`src/rtl/jogo_pkg.sv`:
```
// ============================================================================
// Module   : jogo_pkg
// Purpose  : Shared types and helpers for the sequence-memory game core.
// Revision : 1.0 - initial release
// ============================================================================
`default_nettype none

package jogo_pkg;

    typedef enum logic [3:0] {
        INICIAL        = 4'h0,
        PREPARA        = 4'h1,
        EXIBE_LED      = 4'h2,
        EXIBE_PAUSA    = 4'h3,
        INICIA_ENTRADA = 4'h4,
        ESPERA         = 4'h5,
        REGISTRA       = 4'h6,
        COMPARA        = 4'h7,
        PROX_JOGADA    = 4'h8,
        PROX_RODADA    = 4'h9,
        GANHOU         = 4'hA,
        PERDEU         = 4'hE
    } estado_t;

    // Feedback taps b15, b13, b12, b10.
    localparam logic [15:0] c_lfsr_taps = 16'hB400;

    // One-hot element selected by the low log2n bits of the LFSR state.
    function automatic logic [7:0] elemento(input logic [15:0] lfsr,
                                            input int unsigned log2n);
        logic [2:0] mascara;
        mascara = 3'((8'd1 << log2n) - 8'd1);
        return 8'd1 << (lfsr[2:0] & mascara);
    endfunction

endpackage

`default_nettype wire

```
`src/rtl/jogo_sequencia_param_lfsr16.sv`:
```
// ============================================================================
// Module   : lfsr16
// Purpose  : 16-bit shift-left Fibonacci LFSR; reset > carrega > avanca.
// Revision : 1.0 - initial release
// ============================================================================
`default_nettype none

module lfsr16
    import jogo_pkg::*;
#(
    parameter logic [15:0] SEMENTE = 16'h0001
) (
    input  logic        clock,
    input  logic        reset,
    input  logic        carrega,
    input  logic        avanca,
    output logic [15:0] estado
);

    logic [15:0] estado_q;
    logic [15:0] estado_d;

    always_comb begin
        estado_d = estado_q;
        if (carrega) begin
            estado_d = SEMENTE;
        end else if (avanca) begin
            estado_d = {estado_q[14:0], ^(estado_q & c_lfsr_taps)};
        end
    end

    always_ff @(posedge clock) begin
        if (reset) begin
            estado_q <= SEMENTE;
        end else begin
            estado_q <= estado_d;
        end
    end

    assign estado = estado_q;

endmodule

`default_nettype wire

```
`src/rtl/jogo_sequencia_param.sv`:
```
// ============================================================================
// Module   : jogo_sequencia_param
// Purpose  : Parametrised sequence-memory game core (display, input, timeout).
//            JOGO_EXIBE_SEQ_EN compiles in the LED display phase.
// Revision : 1.0 - initial release
// ============================================================================
`default_nettype none

module jogo_sequencia_param
    import jogo_pkg::*;
#(
    parameter int unsigned N_BOTOES  = 4,
    parameter int unsigned N_RODADAS = 16,
    parameter int unsigned T_INATIVO = 5000,
    parameter int unsigned T_LED     = 1000,
    parameter int unsigned T_PAUSA   = 250,
    parameter logic [15:0] SEMENTE   = 16'h0001
) (
    input  logic                clock,
    input  logic                reset,
    input  logic                jogar,
    input  logic [N_BOTOES-1:0] botoes,
    output logic [N_BOTOES-1:0] leds,
    output logic                pronto,
    output logic                ganhou,
    output logic                perdeu,
    output logic                db_timeout,
    output logic                db_igual,
    output logic [3:0]          db_estado,
    output logic [3:0]          db_rodada,
    output logic [3:0]          db_jogada,
    output logic [3:0]          db_contagem_inativo
);

    localparam int unsigned c_log2n = (N_BOTOES > 1) ? $clog2(N_BOTOES) : 1;
    localparam int unsigned c_rw    = (N_RODADAS > 1) ? $clog2(N_RODADAS) : 1;
    localparam int unsigned c_iw    = $clog2(T_INATIVO + 1);

    localparam logic [c_rw-1:0] c_ultima      = c_rw'(N_RODADAS - 1);
    localparam logic [c_iw-1:0] c_inativo_fim = c_iw'(T_INATIVO - 1);

`ifdef JOGO_EXIBE_SEQ_EN
    localparam estado_t c_inicio_rodada = EXIBE_LED;
    localparam int unsigned c_tw = $clog2(((T_LED > T_PAUSA) ? T_LED : T_PAUSA) + 1);
    localparam logic [c_tw-1:0] c_led_fim   = c_tw'(T_LED - 1);
    localparam logic [c_tw-1:0] c_pausa_fim = c_tw'(T_PAUSA - 1);

    logic [c_tw-1:0] tempo_q;
    logic [c_tw-1:0] tempo_d;
`else
    localparam estado_t c_inicio_rodada = INICIA_ENTRADA;
`endif

    estado_t             estado_q;
    estado_t             estado_d;
    logic [c_rw-1:0]     rodada_q;
    logic [c_rw-1:0]     rodada_d;
    logic [c_rw-1:0]     jogada_q;
    logic [c_rw-1:0]     jogada_d;
    logic [c_iw-1:0]     inativo_q;
    logic [c_iw-1:0]     inativo_d;
    logic [N_BOTOES-1:0] botoes_q;
    logic [N_BOTOES-1:0] lance_q;
    logic [N_BOTOES-1:0] lance_d;
    logic                igual_q;
    logic                igual_d;
    logic                timeout_q;
    logic                timeout_d;

    logic [15:0]         w_lfsr;
    logic                w_carrega;
    logic                w_avanca;
    logic [N_BOTOES-1:0] w_esperado;
    logic                w_press;
    logic                w_igual;

    lfsr16 #(
        .SEMENTE (SEMENTE)
    ) u_lfsr (
        .clock   (clock),
        .reset   (reset),
        .carrega (w_carrega),
        .avanca  (w_avanca),
        .estado  (w_lfsr)
    );

    assign w_esperado = N_BOTOES'(elemento(w_lfsr, c_log2n));
    // botoes_q holds last cycle's buttons: a press needs an all-released cycle first.
    assign w_press    = (estado_q == ESPERA) && (|botoes) && !(|botoes_q);
    assign w_igual    = (lance_q == w_esperado);

    always_ff @(posedge clock) begin
        if (reset) begin
            estado_q <= INICIAL;
        end else begin
            estado_q <= estado_d;
        end
    end

    always_comb begin
        estado_d = estado_q;
        case (estado_q)
            INICIAL:        if (jogar) estado_d = PREPARA;
            PREPARA:        estado_d = c_inicio_rodada;
`ifdef JOGO_EXIBE_SEQ_EN
            EXIBE_LED:      if (tempo_q == c_led_fim) estado_d = EXIBE_PAUSA;
            EXIBE_PAUSA:    if (tempo_q == c_pausa_fim)
                                estado_d = (jogada_q < rodada_q) ? EXIBE_LED : INICIA_ENTRADA;
`endif
            INICIA_ENTRADA: estado_d = ESPERA;
            ESPERA: begin
                if (w_press)                         estado_d = REGISTRA;
                else if (inativo_q == c_inativo_fim) estado_d = PERDEU;
            end
            REGISTRA:       estado_d = COMPARA;
            COMPARA: begin
                if (!w_igual)                estado_d = PERDEU;
                else if (jogada_q < rodada_q) estado_d = PROX_JOGADA;
                else                          estado_d = PROX_RODADA;
            end
            PROX_JOGADA:    estado_d = ESPERA;
            PROX_RODADA:    estado_d = (rodada_q == c_ultima) ? GANHOU : c_inicio_rodada;
            GANHOU, PERDEU: if (jogar) estado_d = PREPARA;
            default:        estado_d = INICIAL;
        endcase
    end

    always_comb begin
        leds = '0;
`ifdef JOGO_EXIBE_SEQ_EN
        if (estado_q == EXIBE_LED) leds = w_esperado;
`else
        if (estado_q == ESPERA) leds = w_esperado;
`endif
        ganhou = (estado_q == GANHOU);
        perdeu = (estado_q == PERDEU);
        pronto = (estado_q == GANHOU) || (estado_q == PERDEU);
    end

    always_comb begin
        rodada_d  = rodada_q;
        jogada_d  = jogada_q;
        lance_d   = lance_q;
        igual_d   = igual_q;
        timeout_d = timeout_q;
        inativo_d = (estado_q == ESPERA) ? inativo_q + 1'b1 : '0;
        w_carrega = 1'b0;
        w_avanca  = 1'b0;
`ifdef JOGO_EXIBE_SEQ_EN
        tempo_d   = (estado_d != estado_q) ? '0 : tempo_q + 1'b1;
`endif
        case (estado_q)
            PREPARA: begin
                rodada_d  = '0;
                jogada_d  = '0;
                lance_d   = '0;
                igual_d   = 1'b0;
                timeout_d = 1'b0;
                w_carrega = 1'b1;
            end
`ifdef JOGO_EXIBE_SEQ_EN
            EXIBE_PAUSA: begin
                if (estado_d == EXIBE_LED) begin
                    jogada_d = jogada_q + 1'b1;
                    w_avanca = 1'b1;
                end
            end
`endif
            INICIA_ENTRADA: begin
                jogada_d  = '0;
                w_carrega = 1'b1;
            end
            ESPERA:   if (estado_d == PERDEU) timeout_d = 1'b1;
            REGISTRA: lance_d = botoes_q;
            COMPARA:  igual_d = w_igual;
            PROX_JOGADA: begin
                jogada_d = jogada_q + 1'b1;
                w_avanca = 1'b1;
            end
            PROX_RODADA: begin
                if (estado_d != GANHOU) begin
                    rodada_d  = rodada_q + 1'b1;
                    jogada_d  = '0;
                    w_carrega = 1'b1;
                end
            end
            GANHOU, PERDEU: begin
                if (jogar) begin
                    igual_d   = 1'b0;
                    timeout_d = 1'b0;
                end
            end
            default: ;
        endcase
    end

    always_ff @(posedge clock) begin
        if (reset) begin
            rodada_q  <= '0;
            jogada_q  <= '0;
            inativo_q <= '0;
            botoes_q  <= '0;
            lance_q   <= '0;
            igual_q   <= 1'b0;
            timeout_q <= 1'b0;
`ifdef JOGO_EXIBE_SEQ_EN
            tempo_q   <= '0;
`endif
        end else begin
            rodada_q  <= rodada_d;
            jogada_q  <= jogada_d;
            inativo_q <= inativo_d;
            botoes_q  <= botoes;
            lance_q   <= lance_d;
            igual_q   <= igual_d;
            timeout_q <= timeout_d;
`ifdef JOGO_EXIBE_SEQ_EN
            tempo_q   <= tempo_d;
`endif
        end
    end

    assign db_estado  = estado_q;
    assign db_rodada  = 4'(rodada_q);
    assign db_jogada  = 4'(jogada_q);
    assign db_timeout = timeout_q;
    assign db_igual   = igual_q;

    generate
        if (c_iw >= 4) begin : g_cont_alto
            assign db_contagem_inativo = inativo_q[c_iw-1 -: 4];
        end else begin : g_cont_baixo
            assign db_contagem_inativo = 4'(inativo_q);
        end
    endgenerate

endmodule

`default_nettype wire

```
`config.mk`:
```
export PLATFORM = sky130hd
export DESIGN_NAME = jogo_sequencia_param
export DESIGN_NICKNAME = d
export VERILOG_FILES = /design/src/rtl/jogo_pkg.sv /design/src/rtl/jogo_sequencia_param_lfsr16.sv /design/src/rtl/jogo_sequencia_param.sv
export SDC_FILE = /design/constraint.sdc
export NUM_CORES = 1
export LEC_CHECK = 0
export ABC_AREA = 1
export CELL_PAD_IN_SITES_DETAIL_PLACEMENT = 2
export CELL_PAD_IN_SITES_GLOBAL_PLACEMENT = 2
export CORE_MARGIN = 2
export CORE_UTILIZATION = 25
export DETAILED_ROUTE_END_ITERATION = 12
export PLACE_DENSITY = 0.63
export SYNTH_ARGS = -nofsm -noshare
export SYNTH_HDL_FRONTEND = slang
export SYNTH_SLANG_ARGS = --single-unit
```
`constraint.sdc`:
```
create_clock -name clock -period 3.5 [get_ports clock]
set_input_delay 0.875 -clock clock [delete_from_list [all_inputs] [get_ports clock]]
set_output_delay 0.875 -clock clock [all_outputs]
set_load 0.03 [all_outputs]
```
Yosys cells after proc, flatten, opt, wreduce, memory -nomap -nowiden
Index checks and enable logic that the tools add are counted.
Word-level totals
  bits in latches: 0
  memory bits (writable): 0
  ROM bits: 0
  memories: 0
  flip-flop bits (word level): 51
Cells by class
  $lt $le $gt $ge: 1
  equality and inequality tests: 17
  add/sub/neg operators: 3
  mux-type cells: 20
  reductions and logical operators: 23
  divide/modulo/power cells: 0
  bitwise gates (word level): 1
  $mul: 0
  shift operators: 1
Operators by type and width (count)
  two-way mux 4 bit: 7
  case mux 4 bit (7 select lines): 1
  equality test 4 bit (second input constant): 6
  equality test 4 x 3 -> 1 bit (second input constant): 4
  case mux 4 bit (2 select lines): 2
  parity 16 bit: 1
  adder 13 x 1 -> 13 bit (second input constant): 1
  equality test 13 bit (second input constant): 1
  case mux 4 bit (3 select lines): 1
  OR reduction 2 bit: 5
  nonzero test 3 bit: 3
  adder 4 x 1 -> 4 bit (second input constant): 2
  OR reduction 4 bit: 2
  case mux 1 bit (3 select lines): 2
  AND reduction 2 bit: 3
  two-way mux 1 bit: 5
  equality test 4 x 1 -> 1 bit (second input constant): 1
  equality test 4 bit: 1
  zero test 4 bit: 1
  < comparator 4 bit: 1
  != test 2 bit (second input constant): 2
  != test 4 bit (second input constant): 1
  nonzero test 2 bit: 2
  << shifter 1 x 2 -> 4 bit (first input constant): 1
  other kinds (9): 10

Longest topological paths before layout
  depth after elaboration: 9
  mapped depth: 10

Hierarchy
From an unflattened synthesis, not the netlist that was laid out.
Second synthesis, totals
  cells, all modules: 360
  area, all modules: 2532.4 um^2
By module, submodules not included
  jogo_sequencia_param: area an instance 1889.3 um^2, times used 1, seq. area each 700.7 um^2, cells each 277
  lfsr16: area an instance 643.1 um^2, times used 1, seq. area each 320.3 um^2, cells each 83

Worst setup path after synthesis
OpenSTA, ideal clock, no wires.
  path type: reg-to-output
  from: reg estado_q[0] (netlist: db_estado[0])
  to: out leds[0]
  path buffers: 0
  setup slack: 1.213 ns
  stages on the path, launching flop included: 5
  required time: 2.625 ns
  arrival: 1.412 ns
  cells stage by stage: dfxtp_1 -> nand2_2 -> nor2_4 -> inv_4 -> nor2_1
Between the ends
  cells in the longest elaborated chain, start to end: 2
RTL lines
  start, declared: RTL line jogo_sequencia_param.sv:54  | estado_t estado_q;
  start signal, assigned: RTL line jogo_sequencia_param.sv:96  | estado_q <= estado_d;
  equality test 4 x 3 -> 1 bit: RTL line jogo_sequencia_param.sv:133  | if (estado_q == ESPERA) leds = w_esperado;
  two-way mux 4 bit: RTL line jogo_sequencia_param.sv:133
  end, declared: RTL line jogo_sequencia_param.sv:23  | output logic [N_BOTOES-1:0] leds,
No other way between the ends.

Worst setup path in the final report
  from: reg estado_q[0] (netlist: db_estado[0])
  to: out leds[2]
The elaborated chain is that of the path after synthesis.

==> reports/metrics.sh <==
STATUS='finished clean'
TIMING_WORST_SLEW_PIN_VALUE_PS=461
POST-CTS-SETUP-BUFFER-COUNT=0
IRDROPWORSTVDD_mV=0.170
HOLD_PATH.STARTPOINT='inativo_q[0]$_SDFF_PP0_'
DIE_HEIGHT_UM=106
NUMCLOCKSINKS=51
POWER.SWITCHING_FRACTION_PCT=36.2
MAX_FREQ_MHz=343
WORSTSETUPSTARTPOINTTYPE='flop'
WL_PER_CELL_UM=13.3
VIAS_IN_THE_FIRST_GLOBAL_ROUTE=2570
SYN_AREA_MM2=0.00258
SKEW_PS=6.34
YS_ASYNC_SR_FRACTION_PCT=0
CTS.PATH.MAX_BUFFERS=2
MULTI_INPUT_LOGIC_AREA_MM2=0.00129
POST_DRT_VIA_CELL_RATIO=4.49
REGTOREGSETUPSLACK_PS=1770
HOLD_PATH.CLASS='flop to flop'
TIMING.FINAL.MAX_SLEW_VIOLATIONS=0
POWER.LEAKAGE_nW=1.23
POST_ROUTE_WL_UM=7080
WORST_SETUP_HOLD_PATH_CLK_SLEW_PS=100
CP-END-KIND='primary output'
POST_LAYOUT_NONFILLER_INSTANCES=532
DESIGN.PORTCOUNT=32
POST_SYNTH.CELL_AREA_AVG_UM2=7.05
SYN_TO_FINAL_GROWTH_PCT=20.8
COMBINATIONAL_SHARE_OF_POWER_PCT=31.0
PORT_BUFFERS=31
CTS.ROOT.BUFFER_CELL='clkbuf_8'
NUM-FILL-CELLS=1222
DIE-AREA_MM2=0.0112
WORST_MAX_SLEW_MARGIN_EXPRESSED_RELATIVE_TO_THE_LIMIT_PCT=69.2
CTS_TREE='yes'
CELLPOWERDENSITY_mW_PER_MM2=517
VIA_TOTAL_AFTER_DETAILED_ROUTING=2389
FIN_CRIT_SH_PCT=83.2
CRIT_TYPE='flop to primary output'
DRC_ERRORS=0
NETSWITCHINGPOWER_mW=0.584
YOSYSWARNINGCOUNT=0
INITIALDRTVIOLATIONCOUNT=26
DRTANTENNAVIOLNETS=0
ROW_COUNT=37
SYNTH_ENABLE_FLOP_CELLS=0
CLKLATENCYLATEPIN_PS=310
SYNTH_SEQ_CELLS=51
RSZ0062_AT_GRT='no'
TNS_PS=0
NUMCTSBUFFERS=5
P_INT_mW=1.03
SYNTH_NET_COUNT=379
WHS_PATH_DEPTH=1
GRT_PASS1_WL_UM=12100
PLACE.GP.CONGESTION=0.735
REQUIRED_PS=2620
FINAL_NET_COUNT=408
CORE_AREA_MM2=0.0102
TIMING.MAX_CAP.VIOLATIONS=0
TIMING.RR.END='u_lfsr.estado[1]$_SDFFE_PP0P_'
GLOBAL_ROUTE.OVERFLOW_TOTAL=0
H-TREE-DEPTH=2
WORSTPATHARRIVAL_PS=2040
DP.CELLS=524
GRT.TOTAL_USAGE_PCT=13.4
YS_SEQ_AREA_SHARE_PCT=39.6
SEQ_POWER_SHARE_PCT=42.0
POSTCTSHOLDBUFS=0
ANTENNA_FOUND_INITIAL=0
FINAL_HOLD_VIOL_COUNT=0
SETUP_VIOL_COUNT_FINAL=0
GRT_MAX_DEGREE=21
SYNTH.DISTINCT_CELLS=39
FIRSTDRTPASSITERS=4
NETLIST_INSTANCES=366
DOMINANTREGCELLSYNTH='dfxtp_1'
DIE-WIDTH_UM=106
R2R-START='db_estado[0]$_SDFF_PP0_'
POSTCTSRESIZEDCELLS=0
POST-DP-HPWL_UM=5510
SEQCELLAREA_MM2=0.00102
WORST_PATH_CELL_CHAIN='nand2_2 -> nor2_4 -> inv_4 -> nor2_1 -> clkdlybuf4s50_1'
WORST_HOLD_PATH.ENDPOINT='inativo_q[0]$_SDFF_PP0_'
PATH_MAX_FANOUT=7
CPPEAKSTAGEDELAY_PS=680
CRIT_SLOWEST_CELL='clkdlybuf4s50_1'
CLOCK_POWER_SHARE_PCT=27.0
RR_WORST_DEPTH=4
START_UTIL_PCT=25.3
RATIO_OF_CELLS_WITH_DRIVE_ABOVE_1_IN_THE_FINAL_LAYOUT_PCT=10.1
ANTENNA-DIODE-COUNT=0
FINALWORSTPATHREQUIREDPERIOD_PS=2910
==> synthesized netlist by cell type, drive strengths merged (3+ instances only) <==
cell type,instances,share of area [%]
dfxtp,51,40
o21ai,13,2.7
nand2,92,14
xor2,5,1.7
ha,6,2.9
a21oi,30,7.3
nand3,21,4.3
buf,9,2.5
inv,51,7.6
nand4,5,2.0
nor3,3,0.58
a211oi,5,1.6
nor2,65,11
==> registers in the layout (all words and copies together) (netlist names) <==
| signal | flops |
|---|---|
| db_rodada | 4 |
| db_timeout | 1 |
| inativo_q | 13 |
| db_igual | 1 |
| botoes_q | 4 |
| lance_q | 4 |
| u_lfsr.estado | 16 |
| db_jogada | 4 |
| db_estado | 4 |
==> cell type report <==
class	instances	share of cell area [%]
Clock buffer	6	2.65
Clock inverter	2	1.12
Inverter	52	6.46
Multi-Input combinational cell	253	41.4
Sequential cell	51	32.7
Tap cell	136	5.46
Timing Repair Buffer	32	10.2
==> worst max-delay path, delay by kind of cell (launching register included) <==
kind	cells	cell delay, ps
DFF	1	450
and+or+nand+nor	3	490
buffers and inverters	2	780
==> per-layer routing <==
metal / part of all wire [%] / GRT usage (%)
met1: 48 / 16.6
met2: 48 / 23.7
met3: 1.8 / 2.23
met4: 1.4 / 3.85
met5: 0 / 0
==> how the worst max path moves through the flow <==
stage                                       start  endpoint  slack [ps]  cells past startpoint
after floorplan           db_estado[0]$_SDFF_PP0_   leds[0]        1210                      4
after global placement    db_estado[0]$_SDFF_PP0_   leds[2]         930                      5
after detailed placement  db_estado[0]$_SDFF_PP0_   leds[2]         900                      5
after CTS                 db_estado[0]$_SDFF_PP0_   leds[2]         540                      5
after global routing      db_estado[0]$_SDFF_PP0_   leds[3]         470                      5
final                     db_estado[0]$_SDFF_PP0_   leds[2]         590                      5
==> placed cells by master, fill, tap and decap left out, drive strengths merged <==
master and instances:
bufinv 1, nor3b 1, o21a 1, nor3 3, nor2 65, nand3b 1, and2 1, a21oi 30
dfxtp 51, buf 1, nand4 5, nand2 92, clkbuf 6, ha 6, clkinv 2, nand3 21
o21ai 13, xor2 5, o221ai 1, o22ai 1, xnor2 1, a21boi 1, clkdlybuf4s50 31, inv 51
a211oi 5
==> power groups by stage <==
| stage | logic [mW] | clock network, mW | registers (mW) |
|---|---|---|---|
| 6_report | 0.501 | 0.435 | 0.678 |
| 5_1_grt | 0.570 | 0.482 | 0.687 |
| 4_1_cts | 0.513 | 0.460 | 0.679 |
| 3_5_place_dp | 0.509 | 0 | 0.693 |
| 3_3_place_gp | 0.501 | 0 | 0.691 |
| 2_1_floorplan | 0.283 | 0 | 0.748 |
==> kinds of logic after synthesis <==
| group | after synthesis | share of synthesized area (%) |
|---|---|---|
| compound gates | 52 | 12.7 |
| buf+inv | 62 | 10.4 |
| flops | 51 | 39.6 |
| simple gates | 189 | 32.3 |
| xor+xnor | 6 | 2.04 |
| fa+ha+maj | 6 | 2.91 |
==> per-stage QoR <==
step | power (mW) | hold slack [ps] | utilization [%] | cell area (um^2) | setup slack (ps)
after floorplan | 1.03 | 417 | - | 2580 | 1210
after global placement | 1.19 | 427 | 29.5 | 3000 | 928
after CTS | 1.65 | 466 | 30.6 | 3120 | 542
after global routing | 1.74 | 491 | 30.6 | 3120 | 468
final | 1.61 | 461 | 30.6 | 3120 | 587
after detailed placement | 1.20 | 449 | 29.5 | 3000 | 896
(Power assumes the default switching activity.)
